File: config.mk
export PLATFORM = sky130hd
export DESIGN_NAME = nonblocking_channel_rx
export DESIGN_NICKNAME = d
export VERILOG_FILES = /design/src/rtl/helios_channel_pkg.sv /design/src/rtl/nb_rx_fifo_mem.sv /design/src/rtl/nonblocking_channel_rx.sv
export SDC_FILE = /design/constraint.sdc
export NUM_CORES = 1
export LEC_CHECK = 0
export CORE_MARGIN = 2
export CORE_UTILIZATION = 56
export CTS_BUF_LIST = sky130_fd_sc_hd__clkbuf_4 sky130_fd_sc_hd__clkbuf_8 sky130_fd_sc_hd__clkbuf_16
export DETAILED_ROUTE_END_ITERATION = 8
export PLACE_DENSITY = 0.86
export SLEW_MARGIN = 15
export SYNTH_ARGS = -nofsm -noshare
export SYNTH_HDL_FRONTEND = slang
export SYNTH_SLANG_ARGS = --single-unit
export TNS_END_PERCENT = 5
File: constraint.sdc
create_clock -name clk -period 5.3 [get_ports clk]
set_input_delay 1.06 -clock clk [delete_from_list [all_inputs] [get_ports clk]]
set_output_delay 1.06 -clock clk [all_outputs]
set_load 0.05 [all_outputs]
File: src/rtl/helios_channel_pkg.sv
// Shared constants and helpers for the helios non-blocking channel.
// Used by both channel endpoints and their storage sub-blocks.
package helios_channel_pkg;

    localparam int unsigned CHANNEL_WIDTH = 8;

    // Drop counter width; the counter holds at all-ones once reached.
    localparam int unsigned DROP_CNT_WIDTH = 8;
    localparam logic [DROP_CNT_WIDTH-1:0] DROP_CNT_MAX = '1;

    function automatic int unsigned ptr_width(int unsigned depth);
        return (depth > 1) ? $clog2(depth) : 1;
    endfunction

endpackage

File: src/rtl/nb_rx_fifo_mem.sv
// Register-array storage for the channel receive FIFO.
// One synchronous write port, one combinational read port.
module nb_rx_fifo_mem
    import helios_channel_pkg::*;
#(
    parameter int unsigned WIDTH = CHANNEL_WIDTH,
    parameter int unsigned DEPTH = 4,
    localparam int unsigned PW   = ptr_width(DEPTH)
) (
    input  logic             clk,
    input  logic             we,
    input  logic [PW-1:0]    waddr,
    input  logic [WIDTH-1:0] wdata,
    input  logic [PW-1:0]    raddr,
    output logic [WIDTH-1:0] rdata
);

    logic [WIDTH-1:0] mem [DEPTH];

    always_ff @(posedge clk) begin
        if (we) begin
            mem[waddr] <= wdata;
        end
    end

    assign rdata = mem[raddr];

endmodule

File: src/rtl/nonblocking_channel_rx.sv
// Receive endpoint of the non-blocking channel: absorbs an unstallable
// stream into a fall-through FIFO and accounts for every dropped word.
module nonblocking_channel_rx
    import helios_channel_pkg::*;
#(
    parameter int unsigned WIDTH     = CHANNEL_WIDTH,
    parameter int unsigned DEPTH     = 4,
    parameter int unsigned CNT_WIDTH = DROP_CNT_WIDTH,
    localparam int unsigned PW       = ptr_width(DEPTH),
    localparam int unsigned CW       = $clog2(DEPTH) + 1
) (
    input  logic                 clk,
    input  logic                 reset,
    input  logic [WIDTH-1:0]     in_data,
    input  logic                 in_valid,
    output logic [WIDTH-1:0]     out_data,
    output logic                 out_valid,
    input  logic                 out_ready,
    output logic [CW-1:0]        count,
    output logic                 overflow,
    output logic [CNT_WIDTH-1:0] drop_count,
    input  logic                 clear_overflow
);

    localparam logic [CW-1:0] FULL_CNT = CW'(DEPTH);
    localparam logic [CNT_WIDTH-1:0] SAT_CNT = '1;

    logic [PW-1:0] rd_ptr;
    logic [PW-1:0] wr_ptr;
    logic          full;
    logic          pop;
    logic          accept;
    logic          drop;

    assign full      = (count == FULL_CNT);
    assign out_valid = (count != '0);
    assign pop       = out_valid & out_ready;
    // A pop frees the slot on the same edge, so a full FIFO still accepts.
    assign accept    = in_valid & (~full | pop);
    assign drop      = in_valid & full & ~pop;

    nb_rx_fifo_mem #(
        .WIDTH (WIDTH),
        .DEPTH (DEPTH)
    ) u_mem (
        .clk   (clk),
        .we    (accept),
        .waddr (wr_ptr),
        .wdata (in_data),
        .raddr (rd_ptr),
        .rdata (out_data)
    );

    always_ff @(posedge clk or negedge reset) begin
        if (!reset) begin
            rd_ptr <= '0;
            wr_ptr <= '0;
            count  <= '0;
        end else begin
            if (accept) begin
                wr_ptr <= wr_ptr + PW'(1);
            end
            if (pop) begin
                rd_ptr <= rd_ptr + PW'(1);
            end
            if (accept && !pop) begin
                count <= count + CW'(1);
            end else if (pop && !accept) begin
                count <= count - CW'(1);
            end
        end
    end

    // A drop on the clearing edge is counted after the clear.
    always_ff @(posedge clk or negedge reset) begin
        if (!reset) begin
            overflow   <= 1'b0;
            drop_count <= '0;
        end else if (drop) begin
            overflow <= 1'b1;
            if (clear_overflow) begin
                drop_count <= CNT_WIDTH'(1);
            end else if (drop_count != SAT_CNT) begin
                drop_count <= drop_count + CNT_WIDTH'(1);
            end
        end else if (clear_overflow) begin
            overflow   <= 1'b0;
            drop_count <= '0;
        end
    end

endmodule

* Word-level counts from Yosys, hierarchy flattened *
Memory sizes are Yosys's and may differ from the RTL's.
Index checks and enable logic that the tools add are counted.

storage, ports and cells
  logic and storage cells = 39
  register bits = 16
  memories kept = 1
  RAM bits = 32

memories
  name       depth  width  read ports  clocked after memory_dff  wr ports  line                  RTL
  u_mem.mem  4      8      1           0                         1         nb_rx_fifo_mem.sv:18  logic [WIDTH-1:0] mem [DEPTH];

cells by class
  mux-type cells = 10
  bitwise operators = 7
  $add $sub $neg = 5
  eq/ne operators = 2
  reductions and logical operators = 9

operators with widths
  kind                                               count
  2-to-1 mux 8 bit                                   4
  adder 8 x 1 -> 8 bit (second input constant)       1
  != test 8 bit (second input constant)              1
  2-to-1 mux 3 bit                                   2
  nonzero test 2 bit                                 3
  adder 2 x 1 -> 2 bit (second input constant)       2
  bitwise AND 1 bit                                  4
  2-to-1 mux 1 bit                                   4
  adder 3 x 1 -> 3 bit (second input constant)       1
  == test 3 bit (second input constant)              1
  nonzero test 3 bit                                 1
  subtractor 3 x 1 -> 3 bit (second input constant)  1
  logical AND 1 bit                                  2
  logical NOT 1 bit                                  2
  inverter 1 bit                                     2
  AND reduction 2 bit                                1
  OR 1 bit                                           1

* Logic depth before layout (Yosys ltp) *
Gate-level depths: netlist (run 1).

  depth in word-level cells = 8
  gate-level depth with buffers = 9
  depth with buffers taken out = 8

* Modules after synthesis *
From an unflattened synthesis (run 1), not the netlist that was laid out.

unflattened totals
  cell total of the unflattened synthesis = 117
  area total of the unflattened synthesis = 2003.2 µm²

by module, submodules not included
  module                  times used  area each (µm²)  cells each
  nb_rx_fifo_mem          1           1188.6           46
  nonblocking_channel_rx  1           814.5            71

* Least setup slack after synthesis (run 1) *
No wires, ideal clock.

  kind = input to register
  start = in out_ready
  end = reg count[1]
  library setup time = 0.125 ns
  path slack = 2.472 ns
  required time = 5.175 ns
  cell stages on the path = 7
  path buffers = 1
  arrival = 2.703 ns
  cell sequence = nor4b_4 and2b_2 clkbuf_1 ha_1 inv_1 fa_1 mux2_2

between the ends
  word-level cells in the longest chain between the ends = 6
  elaborated cells on any way between the ends = 9
  classes of those cells = 1 x mux; 3 x bitwise; 5 x reduce/logical

ends and longest elaborated chain
  element                       line                          RTL
  from (decl)                   nonblocking_channel_rx.sv:18  input logic out_ready,
  bitwise AND 1 bit *           nonblocking_channel_rx.sv:37  assign pop = out_valid & out_ready;
  OR 1 bit *                    nonblocking_channel_rx.sv:39  assign accept = in_valid & (~full | pop);
  bitwise AND 1 bit *           nonblocking_channel_rx.sv:39
  net accept                    nonblocking_channel_rx.sv:32  logic accept;
  logical NOT 1 bit             nonblocking_channel_rx.sv:68  end else if (pop && !accept) begin
  logical AND 1 bit             nonblocking_channel_rx.sv:68
  nonzero test 2 bit (no line)  --
  to (signal assigned)          nonblocking_channel_rx.sv:67  count <= count + CW'(1);
  to (signal assigned)          nonblocking_channel_rx.sv:69  count <= count - CW'(1);
  to (decl)                     nonblocking_channel_rx.sv:19  output logic [CW-1:0] count,

Mark *: on every way through the listed nets, which the timed path passes. The rest lies on a longest branch.
A chain may end at the register's enable or synchronous reset.

* Worst setup path after layout (run 1) *
  start = reg rd_ptr[0]
  end = out out_data[1]

between the ends
  word-level cells in the longest chain between the ends = 1

ends and longest elaborated chain
  element                  line                          RTL
  from (decl)              nonblocking_channel_rx.sv:28  logic [PW-1:0] rd_ptr;
  from (signal assigned)   nonblocking_channel_rx.sv:64  rd_ptr <= rd_ptr + PW'(1);
  memory read (4 x 8 bit)  --
  to (decl)                nonblocking_channel_rx.sv:16  output logic [WIDTH-1:0] out_data,

Every way passes these cells.

==> run_results.csv, run 1 <==
group,metric,value,unit
cells_and_area,drive_above_1_share,13.4,%
clocking,cts.path.max_buffers,2,
sta,period_share,63.7,%
sta,setup_viol,0,
cells_and_area,layout.nets,183,
placement,port_buffers,33,
sta,hold_violations,0,
floorplanning,die_y,64.6,um
clocking,h-tree-depth,2,
global_route,grt_overflow,0,
sta,finClkSkew,0.00565,ns
cells_and_area,diodes,0,
logic_synthesis,async_flop_share,33.3,%
floorplanning,core_area,3610,um2
setup_path,crit_chain,"mux4_2 -> clkdlybuf4s50_1",
setup_path,critPathBufInv,1,
clocking,cts_tree,"built",
logic_synthesis,synth_edf_count,32,
sta,holdWs,0.528,ns
setup_path,path_delay_family,"flip-flops",
logic_synthesis,synth_ff_type,"edfxtp_1",
setup_path,crit_required,4.24,ns
clocking,cts-root-buf,"clkbuf_8",
setup_path,start_kind,"register",
drt,via_count,1208,
drt,drtPass1Iterations,4,
floorplanning,pin_count,34,
power,ir_drop,0.284,mV
status,outcome,"finished, final reports clean",
sta,slew_viol_final,0,
power,p_per_area,541,nW/um2
logic_synthesis,synthesis.nets,148,
setup_path,crit_path_end_kind,"primary output",
placement,place_area,2420,um2
drt,wire_per_inst,17.0,um
logic_synthesis,syn_avg_cell_area,16.1,um2
floorplanning,start_util,57.0,%
global_route,grt_max_degree,17,
global_route,gr-usage-all-layers,18.9,%
clocking,cts_resized,0,
sta,worst_pin_slew,0.750,ns
setup_path,slowest_stage,"dfrtp_1",
sta,max_freq,296,MHz
drt,via_per_inst,5.70,
run,drv_cap,0,
clocking,clkSlewWorstSetupHoldPaths,0.08,ns
setup_path,crit_type,"register to primary output",
floorplanning,die_w,64.6,um
logic_synthesis,ys_warn_count,0,
clocking,cts_sinks,48,
min_path,hp-class,"register to register",
setup_path,critPathMaxStageDelay,0.72,ns
clocking,post-cts-setup-buffers,0,
placement,hpwl,2660,um
floorplanning,die-area,4170,um2
cells_and_area,design_area,2540,um2
logic_synthesis,syn_area,2060,um2
logic_synthesis,netlist_instances,128,
drt,drt_iter0_markers,116,
global_route,antenna_found_initial,0,
sta,tns,0,ns
cells_and_area,area_delta_synth_final,23.4,%
global_route,grt_pass1_wl,5930,um
clocking,clock_latency,0.29,ns
drt,drc,0,
setup_path,arrival,2.31,ns
drt,antenna_left,0,
floorplanning,placementRows,22,
drt,drt-total-wl,3610,um
logic_synthesis,synth_seq_cells,48,
logic_synthesis,seq_area_frac_synth,66.2,%
global_route,grt_pass1_vias,1253,
logic_synthesis,synth_cell_types,36,
sta,finalCriticalPeriod,3.37,ns
placement,gp_congestion,0.833,
clocking,hold_buffers,0,
sta,grt_setup_unrepaired,"false",
sta,slew-limit-headroom,49.8,%
power,p_leak,0.931,nW
clocking,cts_buffers,5,
setup_path,worstPathMaxFanout,10,
==> stage by stage <==
stage	worst slack, ns	util, %	cells	total power [mW]
after detailed placement	1.97	67.2	204	1.14
after floorplan	2.47	-	128	0.954
after global placement	2.02	67.2	204	1.11
final	1.93	70.3	212	1.37
after CTS	1.90	70.3	212	1.38
after global routing	1.80	70.3	212	1.44
==> cells in the final DEF, fill, tap and decap left out <==
cell type        synthesis  layout
a21oi_1                  3       3
a311oi_1                 1       1
a31oi_1                  2       2
and2_1                   4       4
and2_2                   1       1
and2b_2                  1       1
and3_1                   3       3
and3_2                   1       1
and4_1                   2       2
and4b_1                  1       1
bufinv_16                0       1
clkbuf_8                 0       5
clkdlybuf4s50_1          0      33
clkinv_1                 0       1
clkinv_4                 0       1
dfrtp_1                 16      16
edfxtp_1                32      32
fa_1                     1       1
ha_1                     6       6
inv_1                    4       4
mux2_2                   2       2
mux4_2                   8       8
nand2_1                  2       2
nand2_2                  1       1
nand3_1                  4       4
nand4_1                  2       2
nor2_1                   4       4
nor2b_1                  3       3
nor3_1                   4       4
nor3b_1                  1       1
nor4b_4                  1       1
o21ai_0                  3       3
o2bb2ai_1                1       1
o31ai_1                  1       1
or3_1                    1       1
or4_1                    1       1
xnor2_1                  4       4
xor2_1                   2       2
==> cell usage after synthesis, drive strengths merged (4+ instances only) <==
library cell / instances / area share (%)
and2: 5 / 1.6
and3: 4 / 1.3
dfrtp: 16 / 19
edfxtp: 32 / 47
ha: 6 / 3.7
inv: 4 / 0.73
mux4: 8 / 8.8
nand3: 4 / 0.97
nor2: 4 / 0.73
nor3: 4 / 0.97
xnor2: 4 / 1.7
==> worst register-to-register path, stage by stage, from the launching register on <==
cell and delay (ns):
dfrtp_1 0.47, nor4b_4 0.37, and2b_2 0.31, ha_1 0.22, inv_1 0.07, fa_1 0.41
mux2_2 0.27
==> final timing paths <==
kind,from,end,slack (ns),cells after the start
hold / removal,count[2],count[2],0.53,1
hold reg to reg,count[2],count[2],0.53,1
setup / recovery,rd_ptr[0],out_data[1],1.93,2
setup reg to reg,count[1],count[1],3.08,6
min in group asynchronous,reset,drop_count[4],1.22,1
max in group asynchronous,reset,drop_count[5],3.61,1
==> registers in the layout (all words and copies together) (netlist names) <==
signal      cells
wr_ptr          2
overflow        1
u_mem.mem      32
count           3
drop_count      8
rd_ptr          2
==> kinds of logic after synthesis <==
group	Yosys count	synth area share [%]
flops	48	66.2
buf+inv	9	1.76
fa+ha+maj	7	4.63
compound gates	11	3.29
simple gates	37	11.7
mux	10	9.86
xor+xnor	6	2.56
==> layer usage <==
| layer | vias to the layer above | global-route usage (%) | part of all wire (%) |
|---|---|---|---|
| met1 | 623 | 22.7 | 40 |
| li1 | 556 | - | - |
| met4 | 0 | 2.39 | 0.39 |
| met3 | 2 | 5.21 | 3.5 |
| met5 | - | 0 | 0 |
| met2 | 27 | 35.2 | 56 |
==> area by class of cell <==
cell class                      count  area (um2)
Clock buffer                        5        68.8
Clock inverter                      3        42.5
Fill cell                         228        1070
Inverter                            4        15.0
Multi-Input combinational cell     71         658
Sequential cell                    48        1360
Tap cell                           48        60.1
Timing Repair Buffer               33         330
==> power by group <==
part           switching [mW]  internal, mW
combinational           0.331         0.225
clock                   0.110         0.140
sequential             0.0801         0.485
total                   0.522         0.850
Note: power is estimated with default switching activity, not from simulation.
==> run 2: changes to the inputs <==
Settings changed: CORE_UTILIZATION 56 to 47, PLACE_DENSITY 0.86 to 0.78.
Clock period 5.3 ns to 3.1 ns, I/O delays scaled along.
==> run 2 against run 1 <==
Utilization shrank 11 points. Non-clock buffer count grew 2. Clock skew grew 0.0017 ns. Critical endpoint unchanged. Largest cell class unchanged.
==> run_results.csv, run 2 (synthesis results as in run 1) <==
group,metric,value,unit
status,outcome,"finished, final reports clean",
setup_path,critPathMaxStageDelay,0.71,ns
drt,drtPass1Iterations,4,
sta,setup_viol,0,
sta,grt_setup_unrepaired,"false",
floorplanning,die-area,4920,um2
floorplanning,core_area,4290,um2
setup_path,crit_required,2.48,ns
min_path,worstHoldEndpoint,"overflow",
power,p_per_area,921,nW/um2
clocking,cts-root-buf,"clkbuf_8",
drt,via_per_inst,5.42,
power,ir_drop,0.322,mV
clocking,cts_tree,"built",
cells_and_area,largest_reg_flops,32,
sta,worst_pin_slew,0.754,ns
placement,place_inst,210,
drt,routed-wl-met3,189,um
global_route,grt_max_degree,17,
floorplanning,pin_count,34,
drt,drt_iter0_markers,106,
setup_path,crit_path_end_kind,"primary output",
drt,via_count,1181,
floorplanning,die_w,70.1,um
sta,finClkSkew,0.00735,ns
setup_path,r2r_setup_slack,0.96,ns
cells_and_area,design_area,2560,um2
setup_path,start_kind,"register",
drt,top_layer,"met4",
sta,slew_viol_final,0,
clocking,cts_buffers,5,
clocking,cts_sinks,48,
floorplanning,start_util,47.9,%
cells_and_area,final_cells,218,
sta,finalCriticalPeriod,2.91,ns
min_path,min-delay-start,"overflow",
cells_and_area,reg.largest.list,"u_mem.mem x32, drop_count x8, count x3",
clocking,cts.path.max_buffers,2,
sta,max_freq,344,MHz
clocking,clock_latency,0.29,ns
global_route,grt_pass1_wl,6080,um
drt,route.met2.wl,1780,um
setup_path,r2r-start,"count[1]",
sta,slew-limit-headroom,49.6,%
clocking,h-tree-depth,2,
floorplanning,placementRows,24,
setup_path,slowest_stage,"clkdlybuf4s50_1",
placement,hpwl,2500,um
drt,m1WireLength,1520,um
cells_and_area,area_delta_synth_final,24.3,%
drt,drc,0,
global_route,gr-usage-all-layers,16.3,%
sta,tns,0,ns
sta,period_share,93.9,%
setup_path,worstReg2RegEnd,"count[1]",
cells_and_area,diodes,0,
min_path,hp-class,"register to register",
placement,gp_congestion,0.841,
sta,hold_violations,0,
clocking,clkSlewWorstSetupHoldPaths,0.09,ns
cells_and_area,final_common_cell,"clkdlybuf4s50_1",
sta,finalWorstSetupSlack,0.189,ns
cells_and_area,mostFrequentLayoutCells,"clkdlybuf4s50_1, edfxtp_1, dfrtp_1, mux4_2, ha_1",
cells_and_area,drive_above_1_share,15.1,%
global_route,antenna_found_initial,0,
clocking,post-cts-setup-buffers,0,
placement,port_buffers,33,
floorplanning,die_y,70.1,um
cells_and_area,layout.nets,185,
setup_path,critPathLaunch,"rd_ptr[0]",
setup_path,crit_type,"register to primary output",
setup_path,crit_chain,"mux4_2 -> clkdlybuf4s50_1",
cells_and_area,num-fill-cells,338,
global_route,grt_overflow,0,
cells_and_area,regMostFlops,"u_mem.mem",
placement,place_ws,0.284,ns
clocking,cts_resized,0,
placement,place_area,2440,um2
setup_path,worstPathMaxFanout,9,
run,drv_cap,0,
drt,drt-total-wl,3530,um
power,p_leak,0.939,nW
drt,antenna_left,0,
global_route,grt_pass1_vias,1214,
min_path,hold_path_depth,2,
setup_path,rr_worst_depth,6,
drt,wire_per_inst,16.2,um
clocking,hold_buffers,0,
setup_path,arrival,2.29,ns
-- run 2: changes by cell type in the layout (fill, tap and decap cells not counted), sizes merged --
cell,change
clkinvlp,+1
clkinv,-1
buf,+2
-- run 2: through the flow --
step	total power [mW]	hold WS (ns)	utilization (%)
after floorplan	1.63	0.324	-
after detailed placement	1.95	0.529	56.9
after CTS	2.38	0.543	59.5
final	2.36	0.542	59.5
after global placement	1.91	0.499	56.9
after global routing	2.48	0.559	59.5
-- run 2: cell type report --
cell class / count / area, um2 / area share [%]
Timing Repair Buffer: 35 / 345 / 13.5
Tap cell: 52 / 65.1 / 2.55
Clock buffer: 5 / 68.8 / 2.69
Sequential cell: 48 / 1360 / 53.3
Clock inverter: 3 / 42.5 / 1.66
Inverter: 4 / 15.0 / 0.587
Multi-Input combinational cell: 71 / 658 / 25.7
-- run 2: power breakdown --
| part | switching (mW) | internal (mW) |
|---|---|---|
| logic | 0.566 | 0.395 |
| clock network | 0.197 | 0.238 |
| registers | 0.131 | 0.828 |
-- run 2: per-layer routing --
| layer | vias to the layer above | global-route usage (%) |
|---|---|---|
| li1 | 559 | - |
| met1 | 584 | 19.9 |
| met2 | 33 | 27.8 |
| met3 | 5 | 5.05 |
| met4 | 0 | 5.13 |
| met5 | - | 0 |
-- run 2: worst max-delay path by stage --
| stage | endpoint | slack, ns | depth (start not counted) |
|---|---|---|---|
| 2_1_floorplan | count[2] | 0.56 | 8 |
| 3_3_place_gp | count[1] | 0.35 | 7 |
| 3_5_place_dp | count[1] | 0.28 | 7 |
| 4_1_cts | out_data[2] | 0.15 | 2 |
| 5_1_grt | out_data[1] | 0.05 | 2 |
| 6_report | out_data[1] | 0.19 | 2 |
-- run 2: worst max-delay path: cells and delay by family (launching register included) --
family	cells	cell delay, ns
buffers and inverters	1	0.71
flip-flops	1	0.70
multiplexers	1	0.58
